==> src/rtl/decode_prefetch_queue_if.sv <==
// Fetch-side and decode-side signal bundle for decode_prefetch_queue.
// The queue uses the slave modport; the fetch/decode driver uses master.
interface decode_prefetch_queue_if #(
    parameter int DEPTH = 16
);
    localparam int LW = $clog2(DEPTH) + 1;

    logic          i_flush;
    logic          i_fetch_valid;
    logic          o_fetch_ready;
    logic [31:0]   i_fetch_data;
    logic [2:0]    i_fetch_count;
    logic [7:0]    o_window [0:3];
    logic [3:0]    o_window_valid;
    logic [2:0]    i_consume_count;
    logic [LW-1:0] o_level;
    logic          o_empty;
    logic          o_underflow;

    modport slave (
        input  i_flush, i_fetch_valid, i_fetch_data, i_fetch_count, i_consume_count,
        output o_fetch_ready, o_window, o_window_valid, o_level, o_empty, o_underflow
    );

    modport master (
        output i_flush, i_fetch_valid, i_fetch_data, i_fetch_count, i_consume_count,
        input  o_fetch_ready, o_window, o_window_valid, o_level, o_empty, o_underflow
    );
endinterface

==> src/rtl/decode_prefetch_queue.sv <==
// Byte-granular instruction prefetch queue presenting a 4-byte window to decode.
// Optional same-cycle fetch-to-window bypass: define PREFETCH_QUEUE_BYPASS_EN.
module decode_prefetch_queue #(
    parameter int DEPTH  = 16,
    parameter int WINDOW = 4
) (
    input  logic                   i_clk,
    input  logic                   i_reset_n,
    decode_prefetch_queue_if.slave bus
);
    localparam int PW = $clog2(DEPTH);
    localparam int LW = PW + 1;

    logic [7:0]    r_buf [DEPTH];
    logic [PW-1:0] r_rd_ptr;
    logic [PW-1:0] r_wr_ptr;
    logic [LW-1:0] r_level;
    logic          r_underflow;
    logic          r_run;

    logic          w_count_ok;
    logic          w_accept;
    logic [2:0]    w_acc_count;
    logic [LW-1:0] w_consume;
    logic [LW-1:0] w_avail;
    logic [LW-1:0] w_eff;
    logic [LW-1:0] w_level_next;
    logic          w_underflow;

    assign w_count_ok  = (bus.i_fetch_count != 3'd0) && (bus.i_fetch_count <= 3'd4);
    // Ready looks only at the registered level, so it never depends on this cycle's consume.
    assign bus.o_fetch_ready = r_run && ((LW'(DEPTH) - r_level) >= LW'(4));
    assign w_accept    = bus.i_fetch_valid && bus.o_fetch_ready && w_count_ok;
    assign w_acc_count = w_accept ? bus.i_fetch_count : 3'd0;
    assign w_consume   = LW'(bus.i_consume_count);

`ifdef PREFETCH_QUEUE_BYPASS_EN
    logic w_bypass;
    assign w_bypass = w_accept && !bus.i_flush && (r_level < LW'(4));
    assign w_avail  = w_bypass ? (r_level + LW'(w_acc_count)) : r_level;
`else
    assign w_avail  = r_level;
`endif

    assign w_underflow  = w_consume > w_avail;
    assign w_eff        = w_underflow ? w_avail : w_consume;
    assign w_level_next = r_level - w_eff + LW'(w_acc_count);

    // NOTE: state registers use non-blocking assignments so every reader sees pre-edge values.
    always_ff @(posedge i_clk or negedge i_reset_n) begin
        if (!i_reset_n) begin
            r_rd_ptr    <= '0;
            r_wr_ptr    <= '0;
            r_level     <= '0;
            r_underflow <= 1'b0;
            r_run       <= 1'b0;
        end else begin
            r_run <= 1'b1;
            if (bus.i_flush) begin
                r_rd_ptr    <= '0;
                r_wr_ptr    <= '0;
                r_level     <= '0;
                r_underflow <= 1'b0;
            end else begin
                r_wr_ptr <= r_wr_ptr + PW'(w_acc_count);
                r_rd_ptr <= r_rd_ptr + PW'(w_eff);
                r_level  <= w_level_next;
                if (w_underflow) r_underflow <= 1'b1;
            end
        end
    end

    // NOTE: the byte store has no reset; pointers and level alone decide which entries are live.
    always_ff @(posedge i_clk) begin
        if (w_accept && !bus.i_flush) begin
            for (int k = 0; k < 4; k++) begin
                if (3'(k) < bus.i_fetch_count)
                    r_buf[r_wr_ptr + PW'(k)] <= bus.i_fetch_data[8*k +: 8];
            end
        end
    end

    // NOTE: every window output gets a default first so no latch is inferred.
    always_comb begin
`ifdef PREFETCH_QUEUE_BYPASS_EN
        logic [2:0] v_off;
        v_off = 3'd0;
`endif
        for (int k = 0; k < WINDOW; k++) begin
            bus.o_window[k]       = 8'h00;
            bus.o_window_valid[k] = 1'b0;
            if (r_level > LW'(k)) begin
                bus.o_window[k]       = r_buf[r_rd_ptr + PW'(k)];
                bus.o_window_valid[k] = 1'b1;
            end
`ifdef PREFETCH_QUEUE_BYPASS_EN
            else begin
                // Empty lanes take fetch bytes in order, starting at byte0.
                v_off = 3'(k) - r_level[2:0];
                if (w_bypass && (v_off < w_acc_count)) begin
                    bus.o_window[k]       = bus.i_fetch_data[{v_off[1:0], 3'b000} +: 8];
                    bus.o_window_valid[k] = 1'b1;
                end
            end
`endif
        end
    end

    assign bus.o_level     = r_level;
    assign bus.o_empty     = (r_level == '0);
    assign bus.o_underflow = r_underflow;
endmodule

==> src/flat_wrapper.sv <==
// flat-port wrapper written by rule: the top's interface ports become plain ports
module decode_prefetch_queue_flat 
#(
    parameter int DEPTH  = 16,
    parameter int WINDOW = 4
)
  (i_clk, i_reset_n, bus_i_flush, bus_i_fetch_valid, bus_i_fetch_data, bus_i_fetch_count, bus_i_consume_count, bus_o_fetch_ready, bus_o_window, bus_o_window_valid, bus_o_level, bus_o_empty, bus_o_underflow);
  decode_prefetch_queue_if #(.DEPTH(DEPTH)) bus_i ();
  input  logic i_clk;
  input  logic i_reset_n;
  input wire logic [$bits(bus_i.i_flush)-1:0] bus_i_flush;
  input wire logic [$bits(bus_i.i_fetch_valid)-1:0] bus_i_fetch_valid;
  input wire logic [$bits(bus_i.i_fetch_data)-1:0] bus_i_fetch_data;
  input wire logic [$bits(bus_i.i_fetch_count)-1:0] bus_i_fetch_count;
  input wire logic [$bits(bus_i.i_consume_count)-1:0] bus_i_consume_count;
  output wire logic [$bits(bus_i.o_fetch_ready)-1:0] bus_o_fetch_ready;
  output wire logic [$bits(bus_i.o_window)-1:0] bus_o_window;
  output wire logic [$bits(bus_i.o_window_valid)-1:0] bus_o_window_valid;
  output wire logic [$bits(bus_i.o_level)-1:0] bus_o_level;
  output wire logic [$bits(bus_i.o_empty)-1:0] bus_o_empty;
  output wire logic [$bits(bus_i.o_underflow)-1:0] bus_o_underflow;
  assign bus_i.i_flush = bus_i_flush;
  assign bus_i.i_fetch_valid = bus_i_fetch_valid;
  assign bus_i.i_fetch_data = bus_i_fetch_data;
  assign bus_i.i_fetch_count = bus_i_fetch_count;
  assign bus_i.i_consume_count = bus_i_consume_count;
  assign bus_o_fetch_ready = bus_i.o_fetch_ready;
  assign bus_o_window = {>>{bus_i.o_window}};
  assign bus_o_window_valid = bus_i.o_window_valid;
  assign bus_o_level = bus_i.o_level;
  assign bus_o_empty = bus_i.o_empty;
  assign bus_o_underflow = bus_i.o_underflow;
  decode_prefetch_queue #(.DEPTH(DEPTH), .WINDOW(WINDOW)) u_core (.i_clk(i_clk), .i_reset_n(i_reset_n), .bus(bus_i));
endmodule
==> config.mk <==
export PLATFORM = sky130hd
export DESIGN_NAME = decode_prefetch_queue_flat
export DESIGN_NICKNAME = d
export VERILOG_FILES = /design/src/rtl/decode_prefetch_queue_if.sv /design/src/rtl/decode_prefetch_queue.sv /design/src/flat_wrapper.sv
export SDC_FILE = /design/constraint.sdc
export NUM_CORES = 1
export LEC_CHECK = 0
export CORE_ASPECT_RATIO = 0.8
export CORE_MARGIN = 2
export CORE_UTILIZATION = 54
export DETAILED_ROUTE_END_ITERATION = 7
export PLACE_DENSITY = 0.7
export SLEW_MARGIN = 40
export SYNTH_ARGS = -nofsm -noshare
export SYNTH_HDL_FRONTEND = slang
export SYNTH_SLANG_ARGS = --single-unit
==> constraint.sdc <==
create_clock -name i_clk -period 10.45 [get_ports i_clk]
set_clock_uncertainty 0.15 [all_clocks]
set_input_delay 3.135 -clock i_clk [delete_from_list [all_inputs] [get_ports i_clk]]
set_output_delay 3.135 -clock i_clk [all_outputs]
set_load 0.02 [all_outputs]
==> results.md <==
* Detailed Route WL at 55600 um
* Worst setup SP type: flop
* Synth Register Bits at 143
* Global-route wire length before repair at 79500 um
* Total number of vias at 13200
* CTS Buf Count at 17
* Critical Path Fanout Max at 55
* DPL Wire Length at 39400 um
* Antenna-violating nets left at 0
* Syn nets at 1404
* Peak supply drop at 0.000229 V
* Design area at 0.0157 mm^2
* Setup TNS at 0 ps
* Dpl ws at 2890 ps
* Buffers on Ports at 85
* GPL Wtd Cong at 1.01
* Final period util at 73.0%
* Remaining global-route overflow at 0
* Critical path origin: u_core.r_rd_ptr[0]$_DFF_PN0_
* Drt drc at 0
* Status: completed
* Worst slew margin at 39.6%
* Setup crit end: bus_o_window[4]
* Crit-path cells: buf_4, buf_12, buf_6, a21oi_1, xnor2_2, buf_4, nor2b_1, a211oi_1, a211oi_1, clkdlybuf4s50_1
* Max Cap Viol at 0
* Post_cts resized at 0
* Clk buf depth at 2
* Die area at 0.0275 mm^2
* Post-synthesis async set-or-reset flop share at 10.5%
* Path depth of the worst reg2reg path at 14
* Pin count of the biggest net entering global routing at 77
* DR WL/cell at 33.1 um
* Die X at 185 um
* Cell Area, Placed at 0.0150 mm^2
* Worst EP required at 7170 ps
* CTS tree: yes
* Max-slew violation count at 0
* Clock root cell: clkbuf_16
* Syn Inst Count at 1336
* Final worst setup slack at 2820 ps
* Crit path DAT at 4340 ps
* DR iter-0 viols at 2856
* Register area share after synthesis at 29.8%
* Total Nets Final at 1383
* Clock latency at the later pin of the worst-skew pair at 440 ps
* Hold WC Path Type: flop to flop
* Chip height at 149 um
* Rows at 52
* Reg clk slew, reported paths at 60 ps
* Slowest-stage cell, CP: dfrtp_4
* Layout fillers at 2121
* Final cell count without fillers at 1680
* Lkg Pwr at 5.29 nW
* Final Hold Fails at 0
* Setup Buffers After CTS at 0
* Core Box Area at 0.0255 mm^2
* Antenna violations before repair at 1
* H-tree lvl count at 4
* Total GRT Usage at 40.6%
* Reg2Reg Capture Point: u_core.bus.o_level[4]$_DFF_PN0_
* Vias in the first global route at 11600
* Worst slew pin tran at 904 ps
* Unique masters post-synth at 63
* CTS Sinks at 143
* Ys flop type: edfxtp_1
* Layout cells sized above 1 at 20.4%
* Reg2reg setup slack at 5670 ps
* # placed instances at 1642
* # setup viols final at 0
* Initial Utilization at 55.5%
* Reg2reg start: u_core.bus.o_level[2]$_DFF_PN0_
* Crit Path Category: flop to output pin
* Mapped Avg Cell Area at 10.6 um^2
* Area of the mapped netlist at 0.0142 mm^2
* DR vias/cell at 7.88
* Cts hold-fix bufs at 0
* Max stage delay on crit path at 770 ps
* Yosys warnings at 0
* I/O Pins at 86
* Power per cell area at 248 mW/mm^2
* Area Overhead vs Synth at 10.6%
* RSZ-0062 raised after global routing: false
* DRT Pass-1 Iters at 7
* CP Capture Type: output pin
* Final Critical Period at 7630 ps
* Fmax at 0.131 GHz
* Number of synthesized flops with an enable pin at 128
area by class of cell:
type                    count  area [um^2]  share of cell area [%]
inverters                  34          128                   0.815
well taps                 351          439                    2.81
multi-input cells         998         9230                    59.0
repair buffers            121         1020                    6.53
diodes                      1         2.50                  0.0160
flip-flops and latches    143         4220                    27.0
clock buffers              20          447                    2.85
clock inverters            12          160                    1.02
placed cells by master, fill, tap and decap left out, types with 24 or more instances in the layout:
cell type and count:
nor2_1 50, nand4_1 24, nand2_1 87, edfxtp_1 128
mux4_2 144, o31ai_1 32, buf_2 26, o21ai_0 52
inv_1 33, mux2i_1 80, buf_4 29, clkdlybuf4s50_1 62
nor2b_1 36, a21oi_1 80, o22ai_1 81, a211oi_1 64
routing by layer:
layer	up-vias	share of wire (%)	GRT usage, %
li1	5379	-	-
met1	6254	37	58.7
met2	1328	39	53.9
met3	285	18	15.4
met4	0	6.2	18.7
met5	-	0	0
synthesized netlist by cell type (all sizes together), types with 21 or more instances:
cell type  number  area (um^2)
o31ai          32          240
edfxtp        128         3840
nand2          87          327
buf            80          392
mux4          144         3240
a21oi          82          418
ha             21          263
nand4          25          163
a211oi         65          493
nor2b          36          225
inv            33          124
nor2           50          188
o21ai          61          305
mux2i          80          801
o22ai          81          507
clkbuf         81          312
power by group:
group	switching [mW]	internal, mW	total, mW
logic	1.32	1.18	2.50
registers	0.0847	0.650	0.735
clock network	0.265	0.385	0.650
through the flow:
step	hold slack [ps]	power (mW)	utilization, %
finish	360	3.88	61.4
global route	373	4.04	61.4
CTS	359	3.84	61.2
detailed placement	345	3.20	58.8
global placement	331	3.16	58.8
floorplan	430	2.41	-
logic make-up after synthesis:
group | after synthesis | synth area share [%]
xor+xnor | 18 | 1.11
buf+inv | 195 | 5.87
compound gates | 412 | 19.3
fa+ha+maj | 26 | 2.56
flops | 143 | 29.8
other cells | 1 | 0.0265
mux | 226 | 28.7
simple gates | 315 | 12.6
how the worst min path moves through the flow:
stage,slack [ps],cells after the start,to,startpoint
after global routing,370,2,u_core.bus.o_underflow$_DFFE_PN0P_,u_core.bus.o_underflow$_DFFE_PN0P_
after global placement,330,2,u_core.bus.o_underflow$_DFFE_PN0P_,u_core.bus.o_underflow$_DFFE_PN0P_
after CTS,360,2,u_core.bus.o_underflow$_DFFE_PN0P_,u_core.bus.o_underflow$_DFFE_PN0P_
after floorplan,430,2,u_core.r_wr_ptr[0]$_DFF_PN0_,u_core.r_wr_ptr[0]$_DFF_PN0_
after detailed placement,340,2,u_core.bus.o_underflow$_DFFE_PN0P_,u_core.bus.o_underflow$_DFFE_PN0P_
final,360,2,u_core.bus.o_underflow$_DFFE_PN0P_,u_core.bus.o_underflow$_DFFE_PN0P_
critical path: cells and delay by family, from the launching register on:
kind	cells	cell delay (ps)
buffers and inverters	5	2130
AND/OR/NAND/NOR	1	140
XOR/XNOR	1	170
AO/OA/AOI/OAI	3	660
flip-flops	1	770
registers in the layout, summed over array words and instances, names as in the netlist:
register and flops:
u_core.r_buf 128, u_core.r_run 1, u_core.r_wr_ptr 4, u_core.bus.o_level 5, u_core.r_rd_ptr 4, u_core.bus.o_underflow 1
Note: power is estimated with default switching activity, not from simulation.
